## src/rtl/lc3b_alu_iter_pkg.sv

```systemverilog
// Shared LC-3b ALU definitions: the op code enum and the iterative ALU state enum.
package lc3b_alu_iter_pkg;

    typedef enum logic [3:0] {
        alu_add  = 4'd0,
        alu_and  = 4'd1,
        alu_not  = 4'd2,
        alu_pass = 4'd3,
        alu_sll  = 4'd4,
        alu_srl  = 4'd5,
        alu_sra  = 4'd6,
        alu_mul  = 4'd7,
        alu_divu = 4'd8
    } lc3b_aluop;

    typedef enum logic [1:0] {
        IDLE = 2'd0,
        BUSY = 2'd1,
        FIN  = 2'd2
    } alu_iter_state;

endpackage

```

## src/rtl/lc3b_alu_iter_muldiv_core.sv

```systemverilog
// Shift/accumulate datapath shared by unsigned multiply and restoring divide.
// {acc,q} is one double-width shift register: for multiply acc collects the
// high product while the multiplier drains out of q; for divide acc is the
// partial remainder and q shifts the dividend out and the quotient in.
// Step results are exported combinationally so the caller can latch the
// final answer on the same edge as the last step.
module lc3b_muldiv_core
    import lc3b_alu_iter_pkg::*;
#(
    parameter int WIDTH = 16,
    parameter int SHW   = $clog2(WIDTH)
) (
    input  logic             clk,
    input  logic             reset,
    input  logic             load_i,
    input  logic             step_i,
    input  logic             div_i,
    input  logic [WIDTH-1:0] a_i,
    input  logic [WIDTH-1:0] b_i,
    output logic             last_o,
    output logic [WIDTH-1:0] lo_nxt_o,
    output logic [WIDTH-1:0] hi_nxt_o
);

    localparam int             LASTI = WIDTH - 1;
    localparam logic [SHW:0]   LAST  = LASTI[SHW:0];
    localparam logic [SHW:0]   ONE   = {{SHW{1'b0}}, 1'b1};

    logic [WIDTH-1:0] acc_q, q_q, m_q;
    logic             div_q;
    logic [SHW:0]     cnt_q;

    logic [WIDTH-1:0] acc_d, q_d;
    logic [WIDTH:0]   mul_sum;
    logic [WIDTH:0]   div_sh;
    logic             div_ge;
    logic [WIDTH-1:0] div_dif;

    assign last_o   = (cnt_q == LAST);
    assign lo_nxt_o = q_d;
    assign hi_nxt_o = acc_d;

    // One iteration of shift-add multiply or restoring divide.
    always_comb begin
        mul_sum = {1'b0, acc_q} + (q_q[0] ? {1'b0, m_q} : '0);
        div_sh  = {acc_q, q_q[WIDTH-1]};
        div_ge  = (div_sh >= {1'b0, m_q});
        // When div_ge holds the true difference is below m_q, so WIDTH bits suffice.
        div_dif = div_sh[WIDTH-1:0] - m_q;
        acc_d   = acc_q;
        q_d     = q_q;
        if (div_q) begin
            acc_d = div_ge ? div_dif : div_sh[WIDTH-1:0];
            q_d   = {q_q[WIDTH-2:0], div_ge};
        end else begin
            acc_d = mul_sum[WIDTH:1];
            q_d   = {mul_sum[0], q_q[WIDTH-1:1]};
        end
    end

    // Operand load on an accepted start, then one step per BUSY cycle.
    always_ff @(posedge clk) begin
        if (reset) begin
            acc_q <= '0;
            q_q   <= '0;
            m_q   <= '0;
            div_q <= 1'b0;
            cnt_q <= '0;
        end else if (load_i) begin
            acc_q <= '0;
            q_q   <= div_i ? a_i : b_i;
            m_q   <= div_i ? b_i : a_i;
            div_q <= div_i;
            cnt_q <= '0;
        end else if (step_i) begin
            acc_q <= acc_d;
            q_q   <= q_d;
            if (!last_o)
                cnt_q <= cnt_q + ONE;
        end
    end

endmodule

```

## src/rtl/lc3b_alu_iter.sv

```systemverilog
// Multi-cycle LC-3b ALU: single-cycle logic/shift ops plus iterative unsigned
// multiply and divide behind a start/ready/done handshake.
module lc3b_alu_iter
    import lc3b_alu_iter_pkg::*;
#(
    parameter int WIDTH = 16,
    parameter int SHW   = $clog2(WIDTH)
) (
    input  logic             clk,
    input  logic             reset,
    input  logic             start,
    input  logic [3:0]       aluop,
    input  logic [WIDTH-1:0] a,
    input  logic [WIDTH-1:0] b,
    output logic             ready,
    output logic             done,
    output logic [WIDTH-1:0] f,
    output logic [WIDTH-1:0] hi,
    output logic             dbz
);

    alu_iter_state    state_q;
    logic             done_q, dbz_q;
    logic [WIDTH-1:0] f_q, hi_q;

    logic [SHW-1:0]   shamt;
    logic [WIDTH-1:0] sc_f;
    logic             div_zero, iter_op, core_load;
    logic             core_last;
    logic [WIDTH-1:0] core_lo, core_hi;

    assign shamt     = b[SHW-1:0];
    assign div_zero  = (aluop == alu_divu) && (b == '0);
    assign iter_op   = (aluop == alu_mul) || ((aluop == alu_divu) && (b != '0));
    assign core_load = start && (state_q == IDLE) && iter_op;

    assign ready = (state_q == IDLE);
    assign done  = done_q;
    assign f     = f_q;
    assign hi    = hi_q;
    assign dbz   = dbz_q;

    // Single-cycle result mux; multiply/divide and undefined codes give zero here.
    always_comb begin
        sc_f = '0;
        case (aluop)
            alu_add:  sc_f = a + b;
            alu_and:  sc_f = a & b;
            alu_not:  sc_f = ~a;
            alu_pass: sc_f = a;
            alu_sll:  sc_f = a << shamt;
            alu_srl:  sc_f = a >> shamt;
            alu_sra:  sc_f = $signed(a) >>> shamt;
            default:  sc_f = '0;
        endcase
    end

    lc3b_muldiv_core #(
        .WIDTH (WIDTH),
        .SHW   (SHW)
    ) u_core (
        .clk      (clk),
        .reset    (reset),
        .load_i   (core_load),
        .step_i   (state_q == BUSY),
        .div_i    (aluop == alu_divu),
        .a_i      (a),
        .b_i      (b),
        .last_o   (core_last),
        .lo_nxt_o (core_lo),
        .hi_nxt_o (core_hi)
    );

    // Control FSM; results are written only on entry to FIN and held otherwise.
    always_ff @(posedge clk) begin
        if (reset) begin
            state_q <= IDLE;
            done_q  <= 1'b0;
            f_q     <= '0;
            hi_q    <= '0;
            dbz_q   <= 1'b0;
        end else begin
            case (state_q)
                IDLE: begin
                    done_q <= 1'b0;
                    if (start) begin
                        if (iter_op) begin
                            state_q <= BUSY;
                        end else begin
                            state_q <= FIN;
                            done_q  <= 1'b1;
                            f_q     <= div_zero ? '1 : sc_f;
                            hi_q    <= div_zero ? a : '0;
                            dbz_q   <= div_zero;
                        end
                    end
                end
                BUSY: begin
                    if (core_last) begin
                        state_q <= FIN;
                        done_q  <= 1'b1;
                        f_q     <= core_lo;
                        hi_q    <= core_hi;
                        dbz_q   <= 1'b0;
                    end
                end
                FIN: begin
                    state_q <= IDLE;
                    done_q  <= 1'b0;
                end
                default: begin
                    state_q <= IDLE;
                    done_q  <= 1'b0;
                end
            endcase
        end
    end

endmodule
```

## config.mk

```make
export PLATFORM = sky130hd
export DESIGN_NAME = lc3b_alu_iter
export DESIGN_NICKNAME = d
export VERILOG_FILES = /design/src/rtl/lc3b_alu_iter_pkg.sv /design/src/rtl/lc3b_alu_iter_muldiv_core.sv /design/src/rtl/lc3b_alu_iter.sv
export SDC_FILE = /design/constraint.sdc
export NUM_CORES = 1
export LEC_CHECK = 0
export BUFFER_PORTS_ARGS = -buffer_cell sky130_fd_sc_hd__buf_2
export CAP_MARGIN = 20
export CORE_MARGIN = 3
export CORE_UTILIZATION = 47
export DETAILED_ROUTE_END_ITERATION = 6
export GPL_TIMING_DRIVEN = 0
export PLACE_DENSITY = 0.65
export SYNTH_ARGS = -nofsm -noshare
export SYNTH_HDL_FRONTEND = slang
export SYNTH_SLANG_ARGS = --single-unit
```

## constraint.sdc

```tcl
create_clock -name clk -period 6.5 [get_ports clk]
set_input_delay 0.975 -clock clk [delete_from_list [all_inputs] [get_ports clk]]
set_output_delay 0.975 -clock clk [all_outputs]
set_load 0.02 [all_outputs]
```

# Yosys cells after proc, flatten, opt, wreduce, memory -nomap -nowiden
# Index checks and enable logic that the tools add are counted.
# totals
regBits	90
inputBits	39
wordCells	80
# op_classes
n_addsub	4
order_cmp	1
n_eq_ne	13
shift	3
mux	31
n_bitwise	3
reduce_logical	15
# op_table
op	n
$mux 16	16
$pmux 16 s7	1
$pmux 16 s2	2
$add 16x17->17	1
$ge 17x16->1	1
$add 16x16->16	1
$and 16x16->16	1
$eq 4x3->1 const B	4
$logic_not 16->1	1
$not 16->16	1
$reduce_bool 16->1	1
$shl 16x4->16	1
$shr 16x4->16	1
$sshr 16x4->16	1
$sub 16x16->16	1
$eq 4x2->1 const B	2
$mux 1	6
$mux 2	3
$ne 2x2->1 const B	3
$add 5x1->5 const B	1
$eq 5x4->1 const B	1
$eq 4x1->1 const B	1
$eq 4x4->1 const B	1
$logic_and 1x1->1	4
11 further kinds	14

# Longest topological paths before layout
# Gate-level depths: netlist of the first run.
# depth
word_depth	6
depth_mapped	12
mapped_depth_nobuf	11

# Hierarchy
# From an unflattened synthesis of the first run, not the netlist that was laid out.
# unflattened
hier_cells	1186
hier_area_um2	9227.6
# modules_own_cells
module	n_inst	cells_per_inst	area_per_inst_um2	seq_area_each_um2
lc3b_muldiv_core	1	604	4693.3	1081.0
lc3b_alu_iter	1	582	4534.3	720.7

# Worst setup path after synthesis of the first run
# Ideal clock, no wire load.
# synth_timing
kind	input -> register
from	input port a[2]
to	register f_q[15], in the netlist f[15]
t_arrival_ns	3.023
t_required_ns	6.367
slack_ns	3.343
path_stages	9
path_buffers	0
cell_sequence	ha_1 -> o21a_1 -> a2111oi_2 -> o31ai_1 -> a2111oi_0 -> o31ai_1 -> xor2_1 -> a21oi_1 -> nor4_1
# synth_via
elab_chain_len	6
# synth_rtl
item	line	rtl
start, declared	lc3b_alu_iter.sv:13	input logic [WIDTH-1:0] a,
$add 16x16->16 (tied with other cells)	lc3b_alu_iter.sv:47	alu_add: sc_f = a + b;
$pmux 16 s7 (*)	lc3b_alu_iter.sv:46	case (aluop)
$mux 16 (*)	lc3b_alu_iter.sv:92	f_q <= div_zero ? '1 : sc_f;
$mux 16 (*)	lc3b_alu_iter.sv:87	if (iter_op) begin
$mux 16 (*)	lc3b_alu_iter.sv:86	if (start) begin
$pmux 16 s2 (*)	lc3b_alu_iter.sv:83	case (state_q)
end signal, assigned	lc3b_alu_iter.sv:92	
end signal, assigned	lc3b_alu_iter.sv:102	f_q <= core_lo;
end, declared	lc3b_alu_iter.sv:24	logic [WIDTH-1:0] f_q, hi_q;
# Every way passes the cells marked *; elsewhere a longest branch is shown, timed or not. The select of a mux whose other input is x is not followed.
# A chain may end at the register's enable or synchronous reset.

# Final worst setup path of the first run
# layout_timing
from	input port b[0]
to	register f_q[6], in the netlist f[6]
# layout_via
elab_chain_len	6
# layout_rtl
item	line	rtl
start, declared	lc3b_alu_iter.sv:14	input logic [WIDTH-1:0] b,
$add 16x16->16 (tied with other cells)	lc3b_alu_iter.sv:47	
$pmux 16 s7 / $logic_and 1x1->1 (equally long branches)	lc3b_alu_iter.sv:46, lc3b_alu_iter.sv:33	
$mux 16	lc3b_alu_iter.sv:92	
$mux 16	lc3b_alu_iter.sv:87	
$mux 16	lc3b_alu_iter.sv:86	
$pmux 16 s2	lc3b_alu_iter.sv:83	
# Parallel ways exist; a longest one is shown, timed or not. The select of a mux whose other input is x is not followed.

==> impl_results.md, run 1 <==
* DRC at 0
* Critical Path Slowest Stage Cell: clkbuf_1
* Slew margin rel. at between 30% and 40%
* Synth Cell Area at between 0.008 and 0.009 mm2
* Compound-gate portion of the synthesized area at between 20% and 30%
* Crit-path cells: buf_2 > buf_6 > inv_1 > clkbuf_1 > buf_2 > ha_1 > nand2_1 > o21ai_0 > nor2_1 > or3_1 > a22oi_1 > a2111oi_0 > a211oi_1
* Most common cell in the synthesized netlist: nor2_1
* Die area at slightly above 0.02 mm2
* N_diodes at 0
* Post-CTS Setup Bufs at 0
* Largest net degree at the start of global routing at 15
* Share of post-route cells with drive strength above 1 at a little under an eighth
* Pre-CTS setup slack at about 2.4 ns
* Core area at around 0.018 mm2
* FF-to-FF setup slack at a little under 3 ns
* Setup tns final at 0 ns
* Largest family of logic cells by synthesized area: compound AO/OA/AOI/OAI gates
* DR vias at 9521
* Post-synth top flop: dfxtp_1
* Largest cells by area after synthesis: dfxtp_1 21%, mux2i_1 8.2%, ha_1 7.3%
* Fin. max-slew vios at 0
* Sink of the worst hold path: f[2]$_SDFFE_PP0P_
* Buffer levels on the longest clock path at 2
* R2R Path End: hi[13]$_SDFFE_PP0P_
* Final setup fails at 0
* Final Critical Period at roughly 4.0 ns
* Final instance area at ~0.0098 mm2
* Arr. time, crit path at 4.22 ns
* ANT nets after route at 0
* Hold Startpoint: f[2]$_SDFFE_PP0P_
* Worst-path clk slew at around 0.06 ns
* CTS Hold Buffers Added at 0
* Via density at 6.464
* Worst-skew pair later-pin latency at about 0.34 ns
* Horiz. Die Dim at about 140 um
* Metal3 WL at 2395 um
* WL/cell at 23.97 um
* Utilization after layout at between 50% and 60%
* Top cells by count, synth: 143 x nor2_1, 90 x dfxtp_1, 84 x nand2_1, 78 x a211oi_1, 78 x a21oi_1
* Clk sink count at 90
* Initial antenna violation count at 0
* Worst clock skew at 0.008046 ns
* TritonCTS clock tree: yes
* Cells after Synth at between 1000 and 1500
* RSZ-0062 raised after global routing: no
* Yosys top cell by area: dfxtp_1
* Total Power at around 1.8 mW
* Max-cap violations at 0
* Async SR Flop Fraction at 0%
* Post-synthesis mux area share at between 10% and 20%
* Initial cell density of the core at 48.36%
* Simple-gate share of the synthesized area at about a fifth
* Global route total overflow at 0
* Synthesis-to-layout area growth at 11.31%
* PortBufs at 72
* Highest clock rate at around 250 MHz
* Root buf cell: clkbuf_16
* Run status: finished, final reports clean
* WL met2 at about 16000 um
* Max IR drop VDD at ~0.00011 V
* Hold Crit Depth at 2
* Final #Nets at 1332
* Flops & latches, synth at 90
* WP data required at 6.76 ns
* Placed cell areas at ~0.0094 mm2
* R2R cell count at 11
* Yosys top cell area share at 20.53%
* Row cnt at 49
* Routability cong. at around 1.0
* DR iter-0 viols at ~820
* Largest fanout on the critical path at 10
* Final count of hold timing violations at 0
* Adder-Cell Fraction of Synth Area at 7.956%
* Met1 WL at roughly 15000 um
* Crit path capture type: flip-flop
* Htree depth at 3
* Synth Area in XOR/XNOR at around 5.3%
* Post-synthesis sequential area ratio at about 21%
* Netlist cell types at just over 70
* PD cells at 180.0 mW/mm2
* GRT Total Usage at 34.04%
* Routed WL at between 30000 and 40000 um
* Crit path buffers/inverters at 5
* Slew @ Worst Pin at between 1 and 1.5 ns
* RR Startpoint: u_core.q_q[0]$_SDFFE_PP0P_
* Drt first pass iters at 5
* Via count of the first global-routing pass at 8885
* Final cycle utilization of the critical path at about three fifths
* Die Height at 142.6 um
* Setup crit start kind: primary input
* Number of synthesized flops with an enable pin at 0
* Post-DP HPWL at between 20000 and 30000 um
* Syn Nets at between 1000 and 1500
* CP Class: in2reg
* Post-Syn Area per Cell at 7.592 um2
* Top sig layer: met4
* Yosys warnings at 0
* First-pass GRT wire length at ~53000 um
* Resize count post-CTS at 0
* Static Leakage at 3.710 nW
* Num CTS Buffers at 9
* Io pins at 74
* Peak per-stage delay on the critical path at 0.47 ns
* Most common cell on crit path: buf_2
* Crit path max-delay family: compound AO/OA/AOI/OAI gates
* Hold Crit Class: reg2reg
* Final setup margin at 2.541 ns
==> sequential cells by signal, summed over array words and instances, names as in the netlist <==
signal        cells
f                16
u_core.div_q      1
u_core.q_q       16
u_core.acc_q     16
state_q           2
hi               16
done              1
u_core.cnt_q      5
dbz               1
u_core.m_q       16
==> layout make-up <==
type	count	area, um2
plain buffers	92	394.1
clock buffers	12	246.5
clock inverters	4	98.84
fillers	1807	8379
inverters	37	138.9
multi-input cells	937	6441
flip-flops and latches	90	1802
well taps	229	286.5
repair buffers	72	360.3
==> routing by layer <==
metal / vias up / global-route usage [%]
met1: 4535 / 44.62
li1: 4447 / -
met3: 100 / 3.985
met4: 0 / 16.36
met5: - / 0
met2: 439 / 55.76
==> how the worst max path moves through the flow <==
stage,endpoint,slack (ns),depth (start not counted),start
after floorplan,f[15]$_SDFFE_PP0P_,3.34,9,a[2]
after CTS,f[6]$_SDFFE_PP0P_,2.75,13,b[0]
after global routing,f[6]$_SDFFE_PP0P_,2.45,13,b[0]
final,f[6]$_SDFFE_PP0P_,2.54,13,b[0]
after detailed placement,f[6]$_SDFFE_PP0P_,2.40,13,b[0]
after global placement,f[6]$_SDFFE_PP0P_,2.37,13,b[0]
==> layout by cell type (no fill, tap or decap), drive strengths merged, types with 9 or more instances in the layout <==
cell,count
ha,51
nor2b,11
xor2,18
and2,24
a21o,21
nor3,22
o31ai,10
o21ai,57
o211ai,14
clkbuf,75
and3,9
a31oi,11
a211oi,78
a22oi,10
mux2i,72
nand3,15
xnor2,35
dfxtp,90
o21a,14
nand2b,10
mux2,9
o22ai,12
nand2,86
a21oi,79
nor2,143
buf,101
a311oi,18
inv,35
==> where the power goes <==
| group | internal, mW | switching [mW] |
|---|---|---|
| registers | 0.578 | 0.0224 |
| logic | 0.199 | 0.353 |
| clock network | 0.388 | 0.219 |
==> stage by stage <==
stage	std cells	hold slack [ns]
floorplan	1156	0.4651
global placement	1457	0.4793
detailed placement	1457	0.4824
CTS	1473	0.4988
global route	1473	0.5265
finish	1473	0.4974
==> worst reg2reg max path, cell delays in order (launching register included) <==
cell and delay (ns):
dfxtp_1 0.43, and2_1 0.20, ha_1 0.23, fa_1 0.46, a211oi_1 0.33, o21a_1 0.23
o31ai_1 0.15, o31a_1 0.29, a31oi_1 0.23, mux2_2 0.37, o31ai_1 0.40, a311oi_1 0.15
==> kinds of logic (layout without fill, tap and decap cells) <==
kind of cell | count (synthesis) | in the layout
AO/OA/AOI/OAI | 382 | 382
AND/OR/NAND/NOR | 360 | 360
multiplexers | 88 | 88
buffers and inverters | 129 | 217
flip-flops | 90 | 90
adder cells (fa/ha/maj) | 54 | 54
XOR/XNOR | 53 | 53
Power figures use the tool's default switching activity.
==> run 2, diff against run 1 <==
ABC_AREA = 1   (was not set)
PLACE_DENSITY = not set   (was 0.65)
clock period = 3.8 ns   (was 6.5 ns; I/O delays follow)
==> run 2 against run 1 <==
Hold slack worse by 0.029 ns; via count grew 20%; sequential power rose by 72%; critical path depth is 1 higher; highest routed layer unchanged.
==> impl_results.md, run 2 <==
* Peak per-stage delay on the critical path at 0.39 ns (was 0.47 ns)
* Post-synth top flop: dfxtp_1 (unchanged)
* Highest clock rate at roughly 350 MHz
* Largest fanout on the critical path at 10 (unchanged)
* Io pins at 74 (unchanged)
* Core area at 0.01902 mm2 (was 0.01815 mm2)
* Netlist cell types at 49 (was 72)
* Largest cells by area after synthesis: nand2_1 20%, dfxtp_1 19%, o21ai_0 8.3% (was dfxtp_1 21%, mux2i_1 8.2%, ha_1 7.3%)
* Drt first pass iters at 6 (was 5)
* PortBufs at 72 (unchanged)
* CP Class: reg2reg (was in2reg)
* Die area at 0.02146 mm2 (was 0.02035 mm2)
* Max-cap violations at 0 (unchanged)
* Number of synthesized flops with an enable pin at 0 (unchanged)
* ANT nets after route at 0 (unchanged)
* Hold Crit Depth at 2 (unchanged)
* Syn Nets at 1728 (was 1249)
* Via count of the first global-routing pass at 10700 (was 8885)
* R2R cell count at 14 (was 11)
* Crit-path cells: clkbuf_1 > clkbuf_1 > nand2_1 > inv_1 > ha_1 > a21o_1 > a21oi_1 > o21a_1 > nand2_1 > nand2_1 > nand3_1 > nand2_1 > nand2_1 > a21oi_1 (was buf_2 > buf_6 > inv_1 > clkbuf_1 > buf_2 > ha_1 > nand2_1 > o21ai_0 > nor2_1 > or3_1 > a22oi_1 > a2111oi_0 > a211oi_1)
* DRC at 0 (unchanged)
* Run status: finished, final reports clean (unchanged)
* Arr. time, crit path at 3.12 ns (was 4.22 ns)
* Final Critical Period at between 2 and 3 ns
* Clk sink count at 90 (unchanged)
* Most common cell on crit path: nand2_1 (was buf_2)
* Buffer levels on the longest clock path at 2 (unchanged)
* Root buf cell: clkbuf_16 (unchanged)
* DR iter-0 viols at 1055 (was 815)
* Final setup fails at 0 (unchanged)
* Max IR drop VDD at 0.0002484 V (was 0.0001130 V)
* Crit path capture type: flip-flop (unchanged)
* Filler cell count at 2139 (was 1807)
* Slew @ Worst Pin at 0.6592 ns (was 1.008 ns)
* Routed WL at 38710 um (was 35310 um)
* WL/cell at 19.51 um (was 23.97 um)
* Fin. max-slew vios at 0 (unchanged)
* Placed cell areas at 0.009972 mm2 (was 0.009423 mm2)
* Critical Path Slowest Stage Cell: clkbuf_1 (unchanged)
* Hold Crit Class: reg2reg (unchanged)
* Row cnt at 50 (was 49)
* Static Leakage at 5.255 nW (was 3.710 nW)
* Crit path max-delay family: buffers and inverters (was compound AO/OA/AOI/OAI gates)
* Post-synthesis sequential area ratio at 19.42% (was 20.53%)
* Die Height at 146.5 um (was 142.6 um)
* Commonest non-fill, non-tap cell in the layout: nand2_1 (was nor2_1)
* Worst clock skew at 0.01621 ns (was 0.008046 ns)
* Resize count post-CTS at 0 (unchanged)
* Slew margin rel. at 56.05% (was 31.84%)
* DR vias at 11390 (was 9521)
* Cells after Synth at 1635 (was 1156)
* Synth Cell Area at 0.009279 mm2 (was 0.008776 mm2)
* Routability cong. at 1.083 (was 1.014)
* FF/Latch Area at 0.001802 mm2 (unchanged)
* Synthesis-to-layout area growth at 10.64% (was 11.31%)
* First-pass GRT wire length at 59530 um (was 53270 um)
* Post-Syn Area per Cell at 5.675 um2 (was 7.592 um2)
* Crit path buffers/inverters at 3 (was 5)
* Final instance area at 0.01027 mm2 (was 0.009768 mm2)
* Final count of hold timing violations at 0 (unchanged)
* Worst-path clk slew at 0.08 ns (was 0.06 ns)
* Yosys warnings at 0 (unchanged)
* CTS Hold Buffers Added at 0 (unchanged)
* GRT Total Usage at 35.29% (was 34.04%)
* N_diodes at 0 (unchanged)
* Horiz. Die Dim at 146.5 um (was 142.6 um)
* Crit. path cell count at 14 (was 13)
* Initial antenna violation count at 0 (unchanged)
* Async SR Flop Fraction at 0% (unchanged)
* Yosys top cell by area: nand2_1 (was dfxtp_1)
* Global route total overflow at 0 (unchanged)
* Post-CTS Setup Bufs at 0 (unchanged)
* PD cells at 281.6 mW/mm2 (was 180.0 mW/mm2)
* Worst-skew pair later-pin latency at 0.36 ns (was 0.34 ns)
* Post-DP HPWL at 31360 um (was 27230 um)
* Final #Nets at 1812 (was 1332)
* Initial cell density of the core at 48.79% (was 48.36%)
* Share of post-route cells with drive strength above 1 at 9.571% (was 11.58%)
* Setup crit start kind: flip-flop (was primary input)
* Num CTS Buffers at 9 (unchanged)
* Top cells by count, synth: 498 x nand2_1, 184 x inv_1, 153 x o21ai_0, 150 x a21oi_1, 135 x nand3_1 (was 143 x nor2_1, 90 x dfxtp_1, 84 x nand2_1, 78 x a211oi_1, 78 x a21oi_1)
* RSZ-0062 raised after global routing: no (unchanged)
* Multi-input combinational cell area at 0.006402 mm2 (was 0.006441 mm2)
* TritonCTS clock tree: yes (unchanged)
* Setup tns final at 0 ns (unchanged)
* Flops & latches, synth at 90 (unchanged)
* Via density at 5.739 (was 6.464)
* Most common cell in the synthesized netlist: nand2_1 (was nor2_1)
* Htree depth at 3 (unchanged)
* Largest net degree at the start of global routing at 18 (was 15)
* WP data required at 4.08 ns (was 6.76 ns)
* Yosys top cell area share at 20.15% (was 20.53%)
* Commonest cells after routing, fill and taps aside: 498 x nand2_1, 184 x inv_1, 153 x o21ai_0 (was 143 x nor2_1, 93 x buf_2, 90 x dfxtp_1)
* Final cycle utilization of the critical path at ~75%
## run 2: cell count changes in the layout (fill, tap and decap cells not counted), sizes merged, moves of 71 or more
| cell | change |
|---|---|
| o21ai | +102 |
| nand3 | +121 |
| nand2 | +417 |
| a21oi | +81 |
| mux2i | -71 |
| a211oi | -77 |
| inv | +160 |
## run 2: cells by family (layout without fill, tap and decap cells)
group           count (synthesis)  count (layout)  share of synthesized area [%]
flops                          90              90                          19.42
xor+xnor                        9               9                         0.8496
mux                             1               1                         0.1079
buf+inv                       263             352                          11.58
simple gates                  840             840                          38.31
compound gates                378             378                          22.21
fa+ha+maj                      54              54                          7.524
## run 2: final timing paths
kind / start / slack (ns) / end
hold reg to reg: u_core.cnt_q[4]$_SDFFE_PP0P_ / 0.47 / u_core.cnt_q[4]$_SDFFE_PP0P_
setup / recovery: u_core.q_q[0]$_SDFFE_PP0P_ / 0.96 / u_core.acc_q[13]$_SDFFE_PP0P_
setup reg to reg: u_core.q_q[0]$_SDFFE_PP0P_ / 0.96 / u_core.acc_q[13]$_SDFFE_PP0P_
hold / removal: u_core.cnt_q[4]$_SDFFE_PP0P_ / 0.47 / u_core.cnt_q[4]$_SDFFE_PP0P_
## run 2: cell type report
class | instances | share of cell area [%]
tap | 260 | 3.169
multi-input combinational | 1282 | 62.36
clock buffer | 10 | 2.328
sequential | 90 | 17.55
clock inverter | 6 | 0.5363
timing repair buffer | 73 | 3.583
buffer | 67 | 3.266
inverter | 196 | 7.203
## run 2: power breakdown
group / total, mW / internal (mW) / leakage (nW) / switching, mW
combinational: 0.948 / 0.285 / 4.38 / 0.663
clock: 0.917 / 0.476 / 0.140 / 0.440
sequential: 1.03 / 0.991 / 0.733 / 0.0352
## run 2: per-layer routing
metal	part of all wire [%]	track usage [%]	vias up
met5	0	0	-
met4	7.9	23.99	0
met3	6.6	4.345	156
met2	45	57.74	540
met1	40	43.34	5145
li1	-	-	5546
## run 2: per-stage QoR
stage               setup WS [ns]  power, mW  instances  hold slack [ns]  util [%]
finish                     0.9613      2.891       1984           0.4683     53.98
global route               0.7550      3.024       1984           0.4905     53.98
CTS                         1.001      2.873       1984           0.4720     53.98
detailed placement          1.002      1.970       1968           0.4595     52.43
global placement            1.013      1.968       1967           0.4520     52.39
floorplan                   1.641      1.649       1635           0.4397         -
## run 2: worst reg2reg max path, delay by kind of cell, from the launching register on
family	cells	cell delay, ns
simple gates	6	0.53
flops	1	0.30
buf+inv	3	0.85
compound gates	4	0.82
fa+ha+maj	1	0.27
==> run 3, diff against run 2 <==
ABC_AREA = 0   (was 1)
PLACE_DENSITY = 0.65   (was not set)
clock period = 2.7 ns   (was 3.8 ns; I/O delays follow)
==> run 3 against run 2 <==
The run now ends with negative setup slack left; highest routed layer unchanged; cell area increased by 4.2%; flip-flop and latch count unchanged; hold slack improved by 0.019 ns; via count decreased by 15%; critical endpoint is now hi[13]$_SDFFE_PP0P_; wire length decreased by 6.7%; clock power increased by 24%; largest cell class unchanged.
==> impl_results.md, run 3 (synthesized netlist as in run 1, its figures left out) <==
* Slew margin rel. at 29.24% (was 56.05%)
* Placed cell areas at 0.009462 mm2 (was 0.009972 mm2)
* Crit path buffers/inverters at 0 (was 3)
* Initial cell density of the core at 48.36% (was 48.79%)
* CTS Hold Buffers Added at 0 (unchanged)
* Max IR drop VDD at 0.0002874 V (was 0.0002484 V)
* Final count of hold timing violations at 0 (unchanged)
* Synthesis-to-layout area growth at 21.84% (was 10.64%)
* Run status: complete, but fails checks (was finished, final reports clean)
* Root buf cell: clkbuf_16 (unchanged)
* Die area at 0.02035 mm2 (was 0.02146 mm2)
* WL/cell at 24.10 um (was 19.51 um)
* Final Critical Period at 2.906 ns (was 2.839 ns)
* Clk sink count at 90 (unchanged)
* Worst-path clk slew at 0.07 ns (was 0.08 ns)
* Hold slack at 0.4869 ns (was 0.4683 ns)
* Final instance area at 0.01069 mm2 (was 0.01027 mm2)
* CP Class: reg2reg (unchanged)
* Worst clock skew at 0.006069 ns (was 0.01621 ns)
* Final cycle utilization of the critical path at 107.6% (was 74.70%)
* Setup tns final at -0.6192 ns (was 0 ns)
* Critical Path Slowest Stage Cell: fa_2 (was clkbuf_1)
* Commonest non-fill, non-tap cell in the layout: nor2_1 (was nand2_1)
* Arr. time, crit path at 3.11 ns (was 3.12 ns)
* Largest net degree at the start of global routing at 14 (was 18)
* PD cells at 393.4 mW/mm2 (was 281.6 mW/mm2)
* ANT nets after route at 0 (unchanged)
* N_diodes at 0 (unchanged)
* Final setup fails at 6 (was 0)
* Crit path capture type: flip-flop (unchanged)
* Via density at 6.496 (was 5.739)
* Most common cell on crit path: o31ai_4 (was nand2_1)
* Worst-skew pair later-pin latency at 0.34 ns (was 0.36 ns)
* Hold Crit Class: in2reg (was reg2reg)
* DR vias at 9731 (was 11390)
* TritonCTS clock tree: yes (unchanged)
* Final setup margin at -0.2061 ns (was 0.9613 ns)
* Io pins at 74 (unchanged)
* FF/Latch Area at 0.001829 mm2 (was 0.001802 mm2)
* Horiz. Die Dim at 142.6 um (was 146.5 um)
* Row cnt at 49 (was 50)
* Filler cell count at 1715 (was 2139)
* GRT Total Usage at 33.87% (was 35.29%)
* Peak per-stage delay on the critical path at 0.39 ns (about the same)
* Slew @ Worst Pin at 1.053 ns (was 0.6592 ns)
* Violated checks: negative setup slack
* Final #Nets at 1358 (was 1812)
* Multi-input combinational cell area at 0.007151 mm2 (was 0.006402 mm2)
* Utilization after layout at 58.92% (was 53.98%)
* Htree depth at 3 (unchanged)
* Crit-path cells: and2_4 > ha_4 > fa_2 > a211oi_2 > o21a_1 > o31ai_4 > o31a_1 > a31oi_2 > mux2_4 > o31ai_4 > a311oi_1 (was clkbuf_1 > clkbuf_1 > nand2_1 > inv_1 > ha_1 > a21o_1 > a21oi_1 > o21a_1 > nand2_1 > nand2_1 > nand3_1 > nand2_1 > nand2_1 > a21oi_1)
* Global route total overflow at 0 (unchanged)
* DR iter-0 viols at 916 (was 1055)
* Highest clock rate at 344.1 MHz (was 352.3 MHz)
* Max-cap violations at 0 (unchanged)
* Commonest cells after routing, fill and taps aside: 141 x nor2_1, 87 x buf_2, 82 x nand2_1 (was 498 x nand2_1, 184 x inv_1, 153 x o21ai_0)
* RSZ-0062 raised after global routing: yes (was no)
* First-pass GRT wire length at 53630 um (was 59530 um)
* WP data required at 2.90 ns (was 4.08 ns)
* Num CTS Buffers at 9 (unchanged)
* Routed WL at 36100 um (was 38710 um)
* Fin. max-slew vios at 0 (unchanged)
* DRC at 0 (unchanged)
* Largest fanout on the critical path at 8 (was 10)
* Initial antenna violation count at 0 (unchanged)
* Die Height at 142.6 um (was 146.5 um)
* Core area at 0.01815 mm2 (was 0.01902 mm2)
* Crit path max-delay family: compound AO/OA/AOI/OAI gates (was buffers and inverters)
* Via count of the first global-routing pass at 9124 (was 10700)
* Share of post-route cells with drive strength above 1 at 21.83% (was 9.571%)
* Post-DP HPWL at 26470 um (was 31360 um)
* Routability cong. at 1.052 (was 1.083)
* Static Leakage at 3.946 nW (was 5.255 nW)
* PortBufs at 72 (unchanged)
* Buffer levels on the longest clock path at 2 (unchanged)
* Setup crit start kind: flip-flop (unchanged)
* Drt first pass iters at 5 (was 6)
-- run 3: cell types whose count changed in the layout (fill, tap and decap cells not counted), moves of 18 or more --
cell,change
a211oi_1,+68
a21oi_1,-80
buf_4,+18
clkbuf_1,+26
inv_1,-149
mux2i_1,+68
nand2_1,-416
nand3_1,-120
o21ai_0,-105
xnor2_1,+32
-- run 3: layout make-up --
cell class | instances | share of cell area [%]
flip-flops and latches | 90 | 17.11
inverters | 37 | 1.299
repair buffers | 99 | 5.640
well taps | 229 | 2.680
clock buffers | 12 | 2.212
multi-input cells | 937 | 66.87
clock inverters | 3 | 0.1638
plain buffers | 91 | 4.025
-- run 3: final timing paths --
| path | from | to | slack, ns | depth (start not counted) |
|---|---|---|---|---|
| max reg2reg | u_core.q_q[0]$_SDFFE_PP0P_ | hi[13]$_SDFFE_PP0P_ | -0.21 | 11 |
| min reg2reg | hi[11]$_SDFFE_PP0P_ | hi[11]$_SDFFE_PP0P_ | 0.50 | 2 |
| min | b[4] | u_core.q_q[4]$_SDFFE_PP0P_ | 0.49 | 3 |
| max | u_core.q_q[0]$_SDFFE_PP0P_ | hi[13]$_SDFFE_PP0P_ | -0.21 | 11 |
-- run 3: per-stage QoR --
step | power (mW) | cells | setup slack, ns
2_1_floorplan | 2.341 | 1156 | -0.01206
3_3_place_gp | 2.757 | 1457 | -0.7335
3_5_place_dp | 2.755 | 1457 | -0.7555
4_1_cts | 3.960 | 1478 | -0.2117
5_1_grt | 4.347 | 1498 | -0.2919
6_report | 4.207 | 1498 | -0.2061
-- run 3: worst register-to-register path, cell delays in order (launching register included) --
cell and delay (ns):
dfxtp_4 0.38, and2_4 0.16, ha_4 0.16, fa_2 0.39, a211oi_2 0.22, o21a_1 0.22
o31ai_4 0.08, o31a_1 0.29, a31oi_2 0.22, mux2_4 0.33, o31ai_4 0.20, a311oi_1 0.12
-- run 3: report_power, final --
part / internal [mW] / switching [mW] / leakage, nW / total (mW)
sequential: 1.39 / 0.0550 / 0.742 / 1.44
clock: 0.618 / 0.526 / 0.122 / 1.14
combinational: 0.655 / 0.963 / 3.08 / 1.62
total: 2.66 / 1.54 / 3.95 / 4.21
-- run 3: routing by layer --
| metal | share of wire [%] | routed length [um] | global-route usage, % | vias to the layer above |
|---|---|---|---|---|
| li1 | - | - | - | 4511 |
| met1 | 40 | 14290 | 43.29 | 4596 |
| met2 | 47 | 17070 | 57.15 | 517 |
| met3 | 7.9 | 2866 | 4.521 | 107 |
| met4 | 5.2 | 1880 | 14.81 | 0 |
| met5 | 0 | 0 | 0 | - |
-- run 3: repair_timing --
action	in CTS	in global routing
pin swaps	18	39
resized for setup	67	94
cloned	0	2
buffers inserted	6	19
setup endpoints to repair	42	67
